**src/rtl/hdmi_tx_init_sequencer_if.sv**
```systemverilog
// ---------------------------------------------------------------------------
// hdmi_tx_init_sequencer_if
// Byte-write request channel between the HDMI init sequencer and the I2C
// write master.
//
// Signals:
//   req   - write request, held high while a write is outstanding
//   data  - {dev_addr[23:16], reg[15:8], val[7:0]}, stable while req is high
//   ack   - one-cycle pulse: write finished and the slave ACKed
//   nack  - one-cycle pulse: write finished and the slave NACKed
//
// Handshake: the master raises req with data valid and keeps both unchanged
// until the slave returns exactly one ack or nack pulse; the write is
// complete on the clock edge that samples that pulse and req drops on the
// following cycle.  ack/nack arriving while req is low carry no meaning and
// are ignored.  If ack and nack coincide, the write counts as NACKed.
// ---------------------------------------------------------------------------
interface hdmi_tx_init_sequencer_if;
    logic        req;
    logic [23:0] data;
    logic        ack;
    logic        nack;

    modport master (output req, output data, input ack, input nack);
    modport slave  (input req, input data, output ack, output nack);
endinterface

```
**src/rtl/hdmi_tx_init_sequencer.sv**
```systemverilog
// ---------------------------------------------------------------------------
// hdmi_tx_init_sequencer
// Brings up an HDMI transmitter: waits a power-up settle interval, then
// walks a register table and issues one I2C byte-write per entry.  NACKed
// writes are retried after an idle gap, up to MAX_RETRY times.  A start
// pulse or a rising edge of the transmitter interrupt re-runs the table.
//
// Ports:
//   iCLK, iRST_N  - clock, asynchronous active-low reset
//   iSTART        - single-cycle re-run request
//   iTX_INT       - asynchronous interrupt / hot-plug, synchronised here
//   oTBL_IDX      - table index being addressed
//   iTBL_DATA     - {reg, val} for oTBL_IDX, combinational lookup
//   i2c           - write request channel (master side)
//   oBUSY         - sequence in progress
//   oREADY        - table completed successfully
//   oERROR        - an entry failed after all retries
//   oSTATE        - current FSM state, for observation
// ---------------------------------------------------------------------------
module hdmi_tx_init_sequencer #(
    parameter int unsigned PWRUP_CYCLES = 1000000,
    parameter int unsigned NUM_REGS     = 31,
    parameter logic [7:0]  DEV_ADDR     = 8'h72,
    parameter int unsigned MAX_RETRY    = 3,
    parameter int unsigned RETRY_GAP    = 5000
) (
    input  logic                            iCLK,
    input  logic                            iRST_N,
    input  logic                            iSTART,
    input  logic                            iTX_INT,
    output logic [5:0]                      oTBL_IDX,
    input  logic [15:0]                     iTBL_DATA,
    hdmi_tx_init_sequencer_if.master        i2c,
    output logic                            oBUSY,
    output logic                            oREADY,
    output logic                            oERROR,
    output logic [2:0]                      oSTATE
);

    typedef enum logic [2:0] {
        S_PWRUP = 3'd0,
        S_LOAD  = 3'd1,
        S_REQ   = 3'd2,
        S_GAP   = 3'd3,
        S_DONE  = 3'd4,
        S_FAIL  = 3'd5
    } state_e;

    // One counter serves both the power-up settle and the retry gap.
    localparam int unsigned CNT_MAX = (PWRUP_CYCLES > RETRY_GAP) ? PWRUP_CYCLES : RETRY_GAP;
    localparam int CW = $clog2(CNT_MAX + 1);
    localparam int RW = $clog2(MAX_RETRY + 2);

    state_e        state_q, state_d;
    logic [CW-1:0] cnt_q, cnt_d;
    logic [RW-1:0] retry_q, retry_d;
    logic [5:0]    idx_q, idx_d;
    logic [23:0]   data_q, data_d;
    logic          req_q, req_d;
    logic          busy_q, busy_d;
    logic          ready_q, ready_d;
    logic          error_q, error_d;
    logic          pending_q, pending_d;
    logic          sync1_q, sync2_q, sync3_q;
    logic          event_w;

    // sync3_q is the edge register: one event per rising edge of the
    // synchronised interrupt, however long the interrupt stays high.
    assign event_w = iSTART | (sync2_q & ~sync3_q);

    always_ff @(posedge iCLK or negedge iRST_N) begin
        if (!iRST_N) begin
            state_q   <= S_PWRUP;
            cnt_q     <= '0;
            retry_q   <= '0;
            idx_q     <= '0;
            data_q    <= '0;
            req_q     <= 1'b0;
            busy_q    <= 1'b1;
            ready_q   <= 1'b0;
            error_q   <= 1'b0;
            pending_q <= 1'b0;
            sync1_q   <= 1'b0;
            sync2_q   <= 1'b0;
            sync3_q   <= 1'b0;
        end else begin
            state_q   <= state_d;
            cnt_q     <= cnt_d;
            retry_q   <= retry_d;
            idx_q     <= idx_d;
            data_q    <= data_d;
            req_q     <= req_d;
            busy_q    <= busy_d;
            ready_q   <= ready_d;
            error_q   <= error_d;
            pending_q <= pending_d;
            sync1_q   <= iTX_INT;
            sync2_q   <= sync1_q;
            sync3_q   <= sync2_q;
        end
    end

    always_comb begin
        state_d   = state_q;
        cnt_d     = cnt_q;
        retry_d   = retry_q;
        idx_d     = idx_q;
        data_d    = data_q;
        pending_d = pending_q;

        unique case (state_q)
            S_PWRUP: begin
                // Events are deliberately dropped while the part settles.
                if (cnt_q == CW'(PWRUP_CYCLES - 1)) begin
                    cnt_d   = '0;
                    idx_d   = '0;
                    state_d = S_LOAD;
                end else begin
                    cnt_d = cnt_q + CW'(1);
                end
            end
            S_LOAD: begin
                data_d  = {DEV_ADDR, iTBL_DATA};
                state_d = S_REQ;
                if (event_w) pending_d = 1'b1;
            end
            S_REQ: begin
                if (i2c.nack) begin
                    if (event_w) pending_d = 1'b1;
                    if (retry_q < RW'(MAX_RETRY)) begin
                        retry_d = retry_q + RW'(1);
                        cnt_d   = '0;
                        state_d = S_GAP;
                    end else begin
                        state_d = S_FAIL;
                    end
                end else if (i2c.ack) begin
                    retry_d = '0;
                    // A restart request, even one arriving with this ACK,
                    // wins over advancing or finishing.
                    if (pending_q || event_w) begin
                        pending_d = 1'b0;
                        idx_d     = '0;
                        state_d   = S_LOAD;
                    end else if (idx_q == 6'(NUM_REGS - 1)) begin
                        state_d = S_DONE;
                    end else begin
                        idx_d   = idx_q + 6'd1;
                        state_d = S_LOAD;
                    end
                end else if (event_w) begin
                    pending_d = 1'b1;
                end
            end
            S_GAP: begin
                if (event_w) pending_d = 1'b1;
                if (cnt_q == CW'(RETRY_GAP - 1)) begin
                    cnt_d   = '0;
                    state_d = S_REQ;
                end else begin
                    cnt_d = cnt_q + CW'(1);
                end
            end
            S_DONE, S_FAIL: begin
                if (event_w) begin
                    idx_d     = '0;
                    retry_d   = '0;
                    pending_d = 1'b0;
                    state_d   = S_LOAD;
                end
            end
            default: state_d = S_PWRUP;
        endcase

        // Status flags are registered from the next state so they change on
        // the same edge as the state itself.
        req_d   = (state_d == S_REQ);
        ready_d = (state_d == S_DONE);
        error_d = (state_d == S_FAIL);
        busy_d  = (state_d != S_DONE) && (state_d != S_FAIL);
    end

    assign i2c.req  = req_q;
    assign i2c.data = data_q;
    assign oTBL_IDX = idx_q;
    assign oBUSY    = busy_q;
    assign oREADY   = ready_q;
    assign oERROR   = error_q;
    assign oSTATE   = state_q;

endmodule

```
**src/flat_wrapper.sv**
```systemverilog
// flat-port wrapper written by rule: the top's interface ports become plain ports
module hdmi_tx_init_sequencer_flat 
#(
    parameter int unsigned PWRUP_CYCLES = 1000000,
    parameter int unsigned NUM_REGS     = 31,
    parameter logic [7:0]  DEV_ADDR     = 8'h72,
    parameter int unsigned MAX_RETRY    = 3,
    parameter int unsigned RETRY_GAP    = 5000
)
  (iCLK, iRST_N, iSTART, iTX_INT, oTBL_IDX, iTBL_DATA, oBUSY, oREADY, oERROR, oSTATE, i2c_req, i2c_data, i2c_ack, i2c_nack);
  hdmi_tx_init_sequencer_if i2c_i ();
  input  logic iCLK;
  input  logic iRST_N;
  input  logic iSTART;
  input  logic iTX_INT;
  output logic [5:0] oTBL_IDX;
  input  logic [15:0] iTBL_DATA;
  output logic oBUSY;
  output logic oREADY;
  output logic oERROR;
  output logic [2:0] oSTATE;
  output wire logic [$bits(i2c_i.req)-1:0] i2c_req;
  output wire logic [$bits(i2c_i.data)-1:0] i2c_data;
  input wire logic [$bits(i2c_i.ack)-1:0] i2c_ack;
  input wire logic [$bits(i2c_i.nack)-1:0] i2c_nack;
  assign i2c_req = i2c_i.req;
  assign i2c_data = i2c_i.data;
  assign i2c_i.ack = i2c_ack;
  assign i2c_i.nack = i2c_nack;
  hdmi_tx_init_sequencer #(.PWRUP_CYCLES(PWRUP_CYCLES), .NUM_REGS(NUM_REGS), .DEV_ADDR(DEV_ADDR), .MAX_RETRY(MAX_RETRY), .RETRY_GAP(RETRY_GAP)) u_core (.iCLK(iCLK), .iRST_N(iRST_N), .iSTART(iSTART), .iTX_INT(iTX_INT), .oTBL_IDX(oTBL_IDX), .iTBL_DATA(iTBL_DATA), .i2c(i2c_i), .oBUSY(oBUSY), .oREADY(oREADY), .oERROR(oERROR), .oSTATE(oSTATE));
endmodule
```
**config.mk**
```make
export PLATFORM = sky130hd
export DESIGN_NAME = hdmi_tx_init_sequencer_flat
export DESIGN_NICKNAME = d
export VERILOG_FILES = /design/src/rtl/hdmi_tx_init_sequencer_if.sv /design/src/rtl/hdmi_tx_init_sequencer.sv /design/src/flat_wrapper.sv
export SDC_FILE = /design/constraint.sdc
export NUM_CORES = 1
export LEC_CHECK = 0
export ABC_CLOCK_PERIOD_IN_PS = 2200
export CAP_MARGIN = 20
export CORE_MARGIN = 5
export CORE_UTILIZATION = 40
export CTS_BUF_LIST = sky130_fd_sc_hd__clkbuf_8
export CTS_CLUSTER_SIZE = 14
export DETAILED_ROUTE_END_ITERATION = 8
export GPL_ROUTABILITY_DRIVEN = 1
export PLACE_DENSITY_LB_ADDON = 0.12
export SLEW_MARGIN = 20
export SYNTH_ARGS = -nofsm -noshare
export SYNTH_HDL_FRONTEND = slang
export SYNTH_SLANG_ARGS = --single-unit
```
**constraint.sdc**
```tcl
create_clock -name iCLK -period 2.2 [get_ports iCLK]
set_input_delay 0.44 -clock iCLK [delete_from_list [all_inputs] [get_ports iCLK]]
set_output_delay 0.44 -clock iCLK [all_outputs]
set_load 0.005 [all_outputs]
```
==> impl_metrics.toml <==
[sta]
setup_violations = 0
period_share_pct = 95.6
slew_headroom_pct = 64.7
final_critical_path_time_including_i_o_delays_and_setup_ns = 2.10
timing_max_transition_violations_final = 0
hold_viol = 0
grt_setup_unrepaired = "no"
skew_ns = 0.00799
max_clock_freq_ghz = 0.476
worst-slew-pin-transition_ns = 0.530

[clock_tree]
ctsHoldBuffers = 0
tritoncts = "yes"
cts_max_path_buffers = 2
clkLatencyLatePin_ns = 0.33
clkSinkCount = 57
clk_root_buffer_cell = "sky130_fd_sc_hd__clkbuf_8"
tritoncts.num_buffers = 9
clkTransAtPathRegs_ns = 0.07
level_count_of_the_clock_h_tree = 3

[placement]
place_hpwl_mm = 5.33
buffer_ports.inserted = 54
postPlaceCellArea_sq_um = 3850
routability_cong = 0.843

[die]
floorplan.die_area_sq_um = 9320
core_region_area_sq_um = 7250
die_width_um = 96.5
fp.dieH_um = 96.5
starting_density_of_the_core_pct = 41.3
fp-row-count = 31
design.portCount = 59

[layout]
antennaDiodeCount = 0
final_area_sq_um = 4120
nNetsFinal = 413
multiInputGateArea_sq_um = 1450
layout-drive-gt1-share_pct = 23.7
syn_to_final_growth_pct = 37.4
final.fill_count = 665
ff_latch_area_sq_um = 1430

[pwr]
power.static_leakage_nw = 1.76
power.ir.vdd_worst_mv = 0.552
power.density_cell_area_nw_per_um2 = 1140
report.power.total_w = 0.00467

[critical_path]
critPathArrivalTime_ns = 2.32
critical-path-top-delay-family = "simple AND/OR/NAND/NOR gates"
cp_data_required_time_ns = 2.42
cp_cell_sequence = "or3_1 -> nor4_4 -> a2111oi_2 -> or4b_1 -> a22o_1"
critical_path.startpoint_type = "flip-flop"
worstReg2RegStart = "u_core.cnt_q[10]$_DFFE_PN0P_"
cp_max_fo = 4
critical-path-slowest-cell = "sky130_fd_sc_hd__or4b_1"
cp-startpoint = "u_core.cnt_q[10]$_DFFE_PN0P_"
worst_setup_path_end_kind = "flip-flop"
setup.reg_to_reg.worst_slack_ns = 0.1
cp_slowest_stage_delay_ns = 0.55
worst-setup-path-type = "flip-flop to flip-flop"
cp.buffers_inverters = 0

[detailed_routing]
detail_route.first_pass.iterations = 4
antenna_violating_nets_post_route = 0
postRouteWirelength_mm = 7.11
remaining_drc_errors = 0
routed_via_density = 5.12
routedWlPerCell_um = 14.5
detailroute.via_count = 2515
first_iter_violations = 91

[logic_synthesis]
post_synthesis_sequential_area_ratio_pct = 47.7
synthTopCellsByArea = "sky130_fd_sc_hd__dfrtp_1, sky130_fd_sc_hd__mux2_2, sky130_fd_sc_hd__nand2_1, sky130_fd_sc_hd__nor2_1, sky130_fd_sc_hd__a21oi_1"
postSynthAreaPerCell_sq_um = 10.1
edff_count_synth = 0
yosysMostFrequentCell = "sky130_fd_sc_hd__dfrtp_1"
netlist.top_cell.by_area = "sky130_fd_sc_hd__dfrtp_1"
synthesis.instances = 296
async_flop_share_pct = 100
yosys.area.top_type_share_pct = 46.8
ys_seq_elements = 57
mappedNetlistArea_sq_um = 2990
synth-main-ff-cell = "sky130_fd_sc_hd__dfrtp_1"
synth.yosys.warnings = 0
post_synth_num_cell_types = 58
synth.top_cells.by_count = "sky130_fd_sc_hd__dfrtp_1, sky130_fd_sc_hd__nand2_1, sky130_fd_sc_hd__nor2_1"

[global_route]
grt_pass1_wl_mm = 11.9
grt_antenna_before_repair = 0
grt.busiest_layer = "met2"
use_met2_pct = 26.4
grt_start_max_net_pins = 36
grt_usage_pct = 16.5
global_route.overflow_total = 0
global_route.usage.met3_pct = 3.02
grt_pass1_vias = 2504
met1_usage_pct = 21.6

[run]
timing.max_cap.violations = 0

[worst_hold_path]
hold_crit_class = "input port to asynchronous set/reset pin"

[run_status]
outcome = "finished, final reports clean"
worst reg2reg max path, stage by stage, from the launching register on:
cell	delay [ns]
sky130_fd_sc_hd__dfrtp_1	0.41
sky130_fd_sc_hd__or3_1	0.40
sky130_fd_sc_hd__nor4_4	0.26
sky130_fd_sc_hd__a2111oi_2	0.17
sky130_fd_sc_hd__or4b_1	0.55
sky130_fd_sc_hd__a22o_1	0.19
area by class of cell:
cell class | count | share of cell area (%)
Clock buffer | 10 | 3.34
Clock inverter | 6 | 2.55
Inverter | 5 | 0.456
Multi-Input combinational cell | 220 | 35.3
Sequential cell | 57 | 34.7
Tap cell | 99 | 3.01
Timing Repair Buffer | 94 | 20.6
power breakdown:
group	internal, W	switching [W]
clock network	0.000777	0.000418
logic	0.00105	0.000906
registers	0.00134	0.000190
repair_timing:
item                                    CTS  global route
endpoints found under the setup margin   19            21
hold endpoints to repair                  0             0
gates resized for setup                   1             2
setup buffers                             0             0
pin swaps                                 0             1
routing by layer:
metal,routed length (um),share of wire [%]
met5,0,0
met4,52,0.73
met3,220,3.1
met2,3600,51
met1,3240,46
state kept, by name, indices dropped and copies added (netlist names), 3 cells and up:
register	flops
u_core.oTBL_IDX	6
u_core.cnt_q	20
u_core.i2c.data	17
u_core.retry_q	3
u_core.oSTATE	3
placed cells by master (no fill, tap or decap), types with 3 or more instances in the layout:
cell type,count
sky130_fd_sc_hd__o21a_1,4
sky130_fd_sc_hd__buf_4,39
sky130_fd_sc_hd__and2_1,4
sky130_fd_sc_hd__dfrtp_1,56
sky130_fd_sc_hd__nor3_1,6
sky130_fd_sc_hd__nor2b_1,7
sky130_fd_sc_hd__nand3_1,11
sky130_fd_sc_hd__or3_1,5
sky130_fd_sc_hd__nor2_1,27
sky130_fd_sc_hd__nor4_1,6
sky130_fd_sc_hd__a31oi_1,4
sky130_fd_sc_hd__nand2_1,27
sky130_fd_sc_hd__o22ai_1,3
sky130_fd_sc_hd__or4_1,3
sky130_fd_sc_hd__xnor2_1,3
sky130_fd_sc_hd__inv_1,5
sky130_fd_sc_hd__clkinv_2,3
sky130_fd_sc_hd__conb_1,4
sky130_fd_sc_hd__nand4_1,5
sky130_fd_sc_hd__ha_1,4
sky130_fd_sc_hd__nand2b_1,4
sky130_fd_sc_hd__nor4_4,3
sky130_fd_sc_hd__clkdlybuf4s50_1,53
sky130_fd_sc_hd__a21oi_1,14
sky130_fd_sc_hd__o21ai_0,14
sky130_fd_sc_hd__or2_2,6
sky130_fd_sc_hd__bufinv_16,3
sky130_fd_sc_hd__mux2_2,17
sky130_fd_sc_hd__xor2_1,4
sky130_fd_sc_hd__clkbuf_8,10
worst paths after layout:
kind / end / cells after the start
min reg2reg: u_core.sync3_q$_DFF_PN0_ / 0
max reg2reg: u_core.oTBL_IDX[4]$_DFFE_PN0P_ / 5
max: u_core.oTBL_IDX[4]$_DFFE_PN0P_ / 5
min in group iCLK: u_core.sync3_q$_DFF_PN0_ / 0
max in group asynchronous: u_core.cnt_q[9]$_DFFE_PN0P_ / 2
min: u_core.oTBL_IDX[1]$_DFFE_PN0P_ / 2
metrics by stage:
stage               hold slack [ns]  instances  util [%]  setup slack [ns]  setup TNS [ns]
floorplan                     0.144        299         -             0.162               0
global placement              0.350        475      53.1           -0.0270         -0.0270
detailed placement            0.348        475      53.1           -0.0869          -0.840
CTS                          0.0618        491      56.6            0.0121               0
global route                 0.0786        491      56.7           0.00542               0
finish                       0.0719        491      56.7            0.0976               0
cells by family after synthesis:
logic type / Yosys count / share of synthesized area [%]
mux: 17 / 6.39
fa+ha+maj: 4 / 1.67
buf+inv: 22 / 4.76
xor+xnor: 7 / 2.05
simple gates: 131 / 25.1
other cells: 1 / 0.125
compound gates: 57 / 12.2
flops: 57 / 47.7
No activity file was read; power rests on OpenSTA's default activity.
